$ cat src/rtl/row_deserializer.sv
// Double-buffered word-stream to row converter: one buffer fills while the other is presented.
// Optional macro ROW_PAD_EN: in_last on a short row zero-pads it and forces completion.
module row_deserializer #(
  parameter int N             = 28,
  parameter int DATA_BITS     = 8,
  parameter int DATA_PER_WORD = 4,
  parameter int WORD_SIZE     = 32
) (
  input  logic                            clock,
  input  logic                            reset,
  input  logic [WORD_SIZE-1:0]            in_data,
  input  logic                            in_valid,
  input  logic                            in_last,
  output logic                            upstream_stall,
  output logic [N-1:0][DATA_BITS-1:0]     out_data,
  output logic                            out_valid,
  output logic                            out_last,
  input  logic                            downstream_stall,
  output logic [15:0]                     row_count
);

  localparam int IDX_W = $clog2(N + DATA_PER_WORD);
  localparam logic [IDX_W-1:0] STEP  = IDX_W'(DATA_PER_WORD);
  localparam logic [IDX_W-1:0] LIMIT = IDX_W'(N);

  logic [1:0][N-1:0][DATA_BITS-1:0] buf_q, buf_d;
  logic [1:0]       full_q, full_d;
  logic [1:0]       last_q, last_d;
  logic             wr_sel_q, wr_sel_d;
  logic             rd_sel_q, rd_sel_d;
  logic [IDX_W-1:0] idx_q, idx_d;
  logic [15:0]      row_count_q, row_count_d;

  logic             accept_s;
  logic             complete_s;
  logic             pad_s;
  logic             drain_s;
  logic [IDX_W-1:0] idx_next_s;

  // Next-state: word packing, row completion and row drain
  always_comb begin
    buf_d       = buf_q;
    full_d      = full_q;
    last_d      = last_q;
    wr_sel_d    = wr_sel_q;
    rd_sel_d    = rd_sel_q;
    idx_d       = idx_q;
    row_count_d = row_count_q;

    accept_s   = in_valid && !full_q[wr_sel_q];
    idx_next_s = idx_q + STEP;
    complete_s = accept_s && (idx_next_s >= LIMIT);
`ifdef ROW_PAD_EN
    pad_s      = accept_s && in_last && !complete_s;
`else
    pad_s      = 1'b0;
`endif
    drain_s    = full_q[rd_sel_q] && !downstream_stall;

    if (accept_s) begin
      // Values landing at positions >= N never match a j and are dropped
      for (int j = 0; j < N; j++) begin
        for (int k = 0; k < DATA_PER_WORD; k++) begin
          if (int'(idx_q) + k == j) begin
            buf_d[wr_sel_q][j] = in_data[k*DATA_BITS +: DATA_BITS];
          end
        end
        if (pad_s && (j >= int'(idx_next_s))) begin
          buf_d[wr_sel_q][j] = {DATA_BITS{1'b0}};
        end
      end
      if (complete_s || pad_s) begin
        full_d[wr_sel_q] = 1'b1;
        last_d[wr_sel_q] = in_last;
        wr_sel_d         = ~wr_sel_q;
        idx_d            = {IDX_W{1'b0}};
      end else begin
        idx_d = idx_next_s;
      end
    end else begin
      idx_d = idx_q;
    end

    // Completion needs full[wr_sel]=0 and drain needs full[rd_sel]=1, so they never collide
    if (drain_s) begin
      full_d[rd_sel_q] = 1'b0;
      rd_sel_d         = ~rd_sel_q;
      row_count_d      = row_count_q + 16'd1;
    end else begin
      row_count_d = row_count_q;
    end
  end

  // State registers with synchronous reset
  always_ff @(posedge clock) begin
    if (reset) begin
      buf_q       <= '0;
      full_q      <= 2'b00;
      last_q      <= 2'b00;
      wr_sel_q    <= 1'b0;
      rd_sel_q    <= 1'b0;
      idx_q       <= {IDX_W{1'b0}};
      row_count_q <= 16'd0;
    end else begin
      buf_q       <= buf_d;
      full_q      <= full_d;
      last_q      <= last_d;
      wr_sel_q    <= wr_sel_d;
      rd_sel_q    <= rd_sel_d;
      idx_q       <= idx_d;
      row_count_q <= row_count_d;
    end
  end

  assign upstream_stall = full_q[wr_sel_q];
  assign out_valid      = full_q[rd_sel_q];
  assign out_data       = buf_q[rd_sel_q];
  assign out_last       = full_q[rd_sel_q] & last_q[rd_sel_q];
  assign row_count      = row_count_q;

endmodule

$ cat config.mk
export PLATFORM = sky130hd
export DESIGN_NAME = row_deserializer
export DESIGN_NICKNAME = d
export VERILOG_FILES = /design/src/rtl/row_deserializer.sv
export SDC_FILE = /design/constraint.sdc
export NUM_CORES = 1
export LEC_CHECK = 0
export ABC_AREA = 1
export BUFFER_PORTS_ARGS = -buffer_cell sky130_fd_sc_hd__buf_2
export CORE_ASPECT_RATIO = 1.2
export CORE_MARGIN = 2
export CORE_UTILIZATION = 57
export DETAILED_ROUTE_END_ITERATION = 16
export GPL_ROUTABILITY_DRIVEN = 0
export PLACE_DENSITY = 0.86
export SLEW_MARGIN = 20
export SYNTH_ARGS = -nofsm -noshare
export SYNTH_HDL_FRONTEND = slang
export SYNTH_SLANG_ARGS = --single-unit
$ cat constraint.sdc
create_clock -name clock -period 2 [get_ports clock]
set_input_delay 0.2 -clock clock [delete_from_list [all_inputs] [get_ports clock]]
set_output_delay 0.2 -clock clock [all_outputs]
set_load 0.01 [all_outputs]
==> results of run 1 <==
==> layer usage <==
metal  part of all wire [%]  up-vias
met2                     45     1070
met3                    9.7      228
met4                    5.9        0
met1                     39     9015
met5                      0        -
li1                       -     8974
==> flip-flops by register name, summed over array words and instances, names as in the netlist <==
name / count
buf_q: 448
row_count: 16
idx_q: 3
full_q: 2
last_q: 2
rd_sel_q: 1
wr_sel_q: 1
==> Yosys cell counts <==
library cell | count | area [sq um]
o21ai_0 | 400 | 2002
nor2_2 | 11 | 68.82
a211oi_1 | 7 | 52.55
ha_1 | 7 | 87.58
o21ai_1 | 88 | 440.4
nor2_4 | 8 | 90.09
nand4_1 | 5 | 31.28
o211ai_1 | 9 | 67.56
buf_2 | 50 | 250.2
clkbuf_1 | 143 | 536.8
buf_6 | 1 | 11.26
inv_2 | 3 | 11.26
clkinv_1 | 5 | 18.77
nor2_1 | 70 | 262.8
nor3_1 | 9 | 45.04
dfxtp_1 | 473 | 9469
inv_1 | 117 | 439.2
conb_1 | 1 | 3.750
buf_1 | 8 | 30.03
nand2_1 | 712 | 2673
a21oi_2 | 1 | 8.760
nand2_2 | 1 | 6.260
buf_4 | 14 | 105.1
a21oi_1 | 443 | 2217
nand3_1 | 19 | 95.09
==> area by class of cell <==
| cell class | instances | area [sq um] |
|---|---|---|
| Timing Repair inverter | 2 | 17.52 |
| Clock buffer | 64 | 1287 |
| Inverter | 125 | 489.2 |
| Clock inverter | 12 | 200.2 |
| Timing Repair Buffer | 367 | 2626 |
| Multi-Input combinational cell | 1791 | 8303 |
| Sequential cell | 473 | 9473 |
| Tap cell | 450 | 563.0 |
| Fill cell | 2521 | 10010 |
==> stage by stage <==
stage	total power, mW	TNS [ns]	util, %	cells
after floorplan	10.79	0	-	2605
after global placement	11.37	0	62.91	3167
after detailed placement	11.42	0	62.91	3167
after CTS	20.04	-2.160	68.57	3265
after global routing	20.62	-0.07221	69.63	3284
final	20.11	0	69.63	3284
==> worst paths after layout <==
path / to / slack (ns) / start
max: out_data[81] / 0.02 / rd_sel_q
min: buf_q[165] / 0.02 / in_data[5]
max reg2reg: buf_q[117] / 0.12 / wr_sel_q
min reg2reg: buf_q[79] / 0.45 / buf_q[79]
==> logic make-up (layout without fill, tap and decap cells) <==
group	Yosys count	count (layout)	share of synthesized area, %
AOI/OAI and AO/OA	948	948	25.17
and+or+nand+nor	835	835	17.20
DFF	473	473	49.78
buffers and inverters	341	570	7.373
adders and majority gates	7	7	0.4604
other	1	1	0.01971
==> cells in the final DEF (no fill, tap or decap), types with 13 or more instances in the layout <==
| cell type | Yosys | final |
|---|---|---|
| buf_12 | 0 | 17 |
| buf_2 | 50 | 277 |
| clkbuf_16 | 0 | 53 |
| o21ai_0 | 400 | 391 |
| nand2_1 | 712 | 676 |
| nand2_2 | 1 | 37 |
| buf_4 | 14 | 33 |
| dfxtp_1 | 473 | 472 |
| nor2_4 | 8 | 13 |
| inv_1 | 117 | 117 |
| o21ai_1 | 88 | 96 |
| a21oi_1 | 443 | 443 |
| dlygate4sd3_1 | 0 | 21 |
| nor2_2 | 11 | 15 |
| nand3_1 | 19 | 19 |
| nor2_1 | 70 | 61 |
==> power groups by stage <==
| stage | combinational (mW) | sequential (mW) | clock [mW] |
|---|---|---|---|
| after floorplan | 0.879 | 9.91 | 0 |
| after global placement | 1.45 | 9.92 | 0 |
| after detailed placement | 1.48 | 9.94 | 0 |
| after CTS | 1.55 | 9.73 | 8.75 |
| after global routing | 1.75 | 9.75 | 9.13 |
| final | 1.63 | 9.73 | 8.75 |
==> worst min-delay path, delay by kind of cell <==
kind / cells / cell delay [ns]
AOI/OAI and AO/OA: 1 / 0.14
buffers and inverters: 2 / 0.19
==> what timing repair did <==
| action | in CTS | in global routing |
|---|---|---|
| endpoints found under the setup margin | 115 | 240 |
| gates cloned | 1 | 11 |
| hold endpoints to repair | 37 | 0 |
| gates resized for setup | 53 | 13 |
| setup buffers | 0 | 8 |
| pin swaps | 1 | 0 |
| hold buffers | 21 | 0 |
==> out/results.txt, run 1 <==
Worst Clk Skew - 0.01799 ns
Pre-CTS setup slack - 0.1330 ns
Final hold vios - 0
Crit-path max FO - 54
Core area - 32,970 sq um
Initial DRC count - 2,093
Grt ovf - 0
CTS tree - built
Post-Syn Area - 19,020 sq um
Worst Tran Pin Value - 0.7630 ns
Mean area per synthesized cell - 7.303 sq um
Hpwl dp - 35,830 microns
Layout cells sized above 1 - 17.15%
Crit. End Element - primary output
Cell row count - 73
Seq cells post-synth - 473
Total CTS buffers - 44
Initial core utilization - 57.69%
Seq pwr share - 48.4%
Clock transition at path regs - 0.06 ns
Min-delay worst type - primary input to register
Detail Route Antenna Nets - 0
Comb pwr share - 8.1%
Buf/Inv on CP - 3
Warnings from Yosys - 0
Tmin final - 1.980 ns
CP Class - register to primary output
R2R cell count - 8
Worst Hold Depth - 3
Mapped Nets - 2,649
Total GRT Usage - 31.99%
Sw power - 4.850 mW
Routed vias - 19,290
Initial antenna violation count - 0
VDD IR-drop max - 0.5974 mV
Met1 Use GR - 41.24%
Post-route setup slack - 0.02014 ns
Fin area - 22,960 sq um
ANT cells - 0
M3 GR Usage - 5.790%
Clk_lat worst skew - 0.56 ns
DRC viols - 0
Post-synth cell types - 25
Final setup fails - 0
First-pass DRT Iterations - 7
Max frequency - 0.5051 GHz
Post-synthesis instance total - 2,605
Period utilization - 98.99%
CP Launch Type - register
Die Width - 170.8 microns
Met2 Use GR - 50.25%
PwrDens - 876.1 nW/um^2
Max-slew violations - 0
Gr busiest metal - met2
Root buf cell - clkbuf_16
CTS Buffer Depth - 3
WL/cell - 18.49 microns
Via density - 5.873
Max incr delay on CP - 0.37 ns
Die height - 204.1 microns
Critical path's slowest cell - dfxtp_4
DRT Wirelength - 60,730 microns
Register area share after synthesis - 49.78%
Status - complete, no violations
Internal power - 15.26 mW
Vias in the first global route - 17,660
Final net count - 2,848
Critical path arrival - 1.78 ns
CP Cell Sequence - buf_12 > clkbuf_16 > o21ai_1 > buf_2
Levels on crit path - 4
Switching share of power - 24.11%
Critical Path RT - 1.80 ns
Slew headroom - 49.08%
Leak pwr - 10.36 nW
IO Pins - 280
H-Tree Depth - 2
Area growth syn-to-layout - 20.69%
Port Buffer Count - 279
Largest net degree at the start of global routing - 109
First-pass GRT wire length - 89,660 microns
Area post-placement - 20,740 sq um
Worst hold margin - 0.01924 ns
Die ar. - 34,860 sq um
Max Cap Viol - 0
CP delay by family, top - buffers and inverters
Clock network fraction of total power - 43.5%
CTS Sinks - 473
Power figures use the tool's default switching activity.
==> run 2, diff against run 1 <==
- HOLD_SLACK_MARGIN: not set -> 0.03
==> out/results.txt, run 2 (same netlist as run 1, synthesis figures left out) <==
Initial DRC count - 2,284
Post-route setup slack - 0.03246 ns
Leak pwr - 10.37 nW
Switching share of power - 24.13%
Most frequent cells in the layout - nand2_1 (676), dfxtp_1 (472), a21oi_1 (443)
Biggest register - buf_q
Worst Clk Skew - 0.02502 ns
IO Pins - 280
Commonest non-fill, non-tap cell in the layout - nand2_1
HP Start - in_data[24]
Clock transition at path regs - 0.06 ns
PwrDens - 875.1 nW/um^2
Max incr delay on CP - 0.37 ns
CP delay by family, top - buffers and inverters
Routed vias - 19,420
Cell row count - 73
Final net count - 2,852
Max-slew violations - 0
Initial core utilization - 57.69%
Buf/Inv on CP - 3
Max reg flops - 448
Clk_lat worst skew - 0.57 ns
Worst Tran Pin Value - 0.7716 ns
Internal power - 15.27 mW
Critical path's slowest cell - dfxtp_4
Critical Path RT - 1.80 ns
Status - complete, no violations
Initial antenna violation count - 0
Detail Route Antenna Nets - 0
VDD IR-drop max - 0.5895 mV
Reg2reg end - buf_q[267]
RR Startpoint - wr_sel_q
Vias in the first global route - 17,670
CP Launch Type - register
Grt ovf - 0
Area growth syn-to-layout - 20.90%
R2R cell count - 8
Worst Hold Depth - 3
Crit. End Element - primary output
DRC viols - 0
Worst Hold End - buf_q[88]
DRT Wirelength - 61,030 microns
Tmin final - 1.968 ns
Period utilization - 98.38%
Sw power - 4.857 mW
Final hold vios - 0
Crit-path max FO - 54
Clock network fraction of total power - 43.5%
Setup TNS - 0 ns
Port Buffer Count - 279
Hpwl dp - 35,830 microns
Slew headroom - 48.50%
First-pass GRT wire length - 89,730 microns
ANT cells - 0
Max frequency - 0.5082 GHz
First-pass DRT Iterations - 6
Largest net degree at the start of global routing - 109
WL met2 - 27,600 microns
CTS Sinks - 473
Total GRT Usage - 32.01%
Core area - 32,970 sq um
Top Layer Used - met4
Die height - 204.1 microns
Met3 Wirelength - 5934 microns
Die ar. - 34,860 sq um
Root buf cell - clkbuf_16
FF-to-FF setup slack - 0.11 ns
Layout cells sized above 1 - 17.12%
CP Cell Sequence - buf_12 > clkbuf_16 > o21ai_0 > buf_2
Die Width - 170.8 microns
WL/cell - 18.56 microns
Min-delay worst type - primary input to register
CTS Buffer Depth - 3
CP Class - register to primary output
Final setup fails - 0
Met1 WL - 23,920 microns
Via density - 5.906
H-Tree Depth - 2
Total CTS buffers - 44
Critical path arrival - 1.77 ns
Comb pwr share - 8.1%
Seq pwr share - 48.3%
CTS tree - built
Pre-CTS setup slack - 0.1330 ns
Max Cap Viol - 0
[run 2: cell types whose count changed in the layout (fill, tap and decap cells not counted), sizes merged]
cell	change
dlygate4sd3	+4
[run 2: metrics by stage]
step	hold slack [ns]	power (mW)	utilization (%)	area (sq um)	std cells
3_5_place_dp	0.4393	11.42	62.91	20740	3167
5_1_grt	0.05057	20.63	69.75	23000	3288
4_1_cts	0.03382	20.04	68.69	22650	3269
2_1_floorplan	0.2785	10.79	-	19020	2605
6_report	0.05404	20.13	69.75	23000	3288
3_3_place_gp	0.4321	11.37	62.91	20740	3167
[run 2: repair_timing]
| action | CTS | global route |
|---|---|---|
| endpoints found under the hold margin | 49 | 0 |
| resized for setup | 53 | 13 |
| pin swaps | 1 | 0 |
| setup endpoints to repair | 115 | 240 |
| buffers inserted | 0 | 8 |
| hold buffers | 25 | 0 |
| cloned | 1 | 11 |
[run 2: worst register-to-register path, cell delays in order (launching register included)]
cell and delay [ns]:
dfxtp_1 0.38, inv_2 0.11, nor2_2 0.16, nand2_2 0.13
buf_4 0.28, nor2_4 0.15, buf_12 0.24, o21ai_1 0.11
a21oi_1 0.24
[run 2: how the worst max path moves through the flow]
stage	from	endpoint	slack, ns	depth (start not counted)
after floorplan	idx_q[4]	buf_q[200]	0.23	8
after detailed placement	idx_q[2]	last_q[1]	0.13	7
after global placement	idx_q[2]	last_q[0]	0.24	6
after global routing	rd_sel_q	out_data[74]	-0.03	4
final	rd_sel_q	out_data[74]	0.03	4
after CTS	rd_sel_q	out_data[95]	-0.07	4
[run 2: power groups by stage]
stage          sequential (mW)  combinational (mW)  clock, mW
3_5_place_dp              9.94                1.48          0
3_3_place_gp              9.92                1.45          0
6_report                  9.73                1.64       8.76
5_1_grt                   9.75                1.75       9.13
2_1_floorplan             9.91               0.879          0
4_1_cts                   9.73                1.56       8.75
[run 2: final cells by class]
cell class              instances  area [sq um]
clock buffers                  64          1287
inverters                     125         489.2
flip-flops and latches        473          9473
multi-input cells            1791          8303
repair buffers                371          2666
well taps                     450         563.0
fillers                      2519          9973
repair inverters                2         17.52
clock inverters                12         200.2
[run 2: routing by layer]
layer	global-route usage, %	vias to the layer above
met2	50.35	1057
met4	18.44	0
li1	-	8991
met3	5.848	227
met1	41.29	9144
met5	0	-
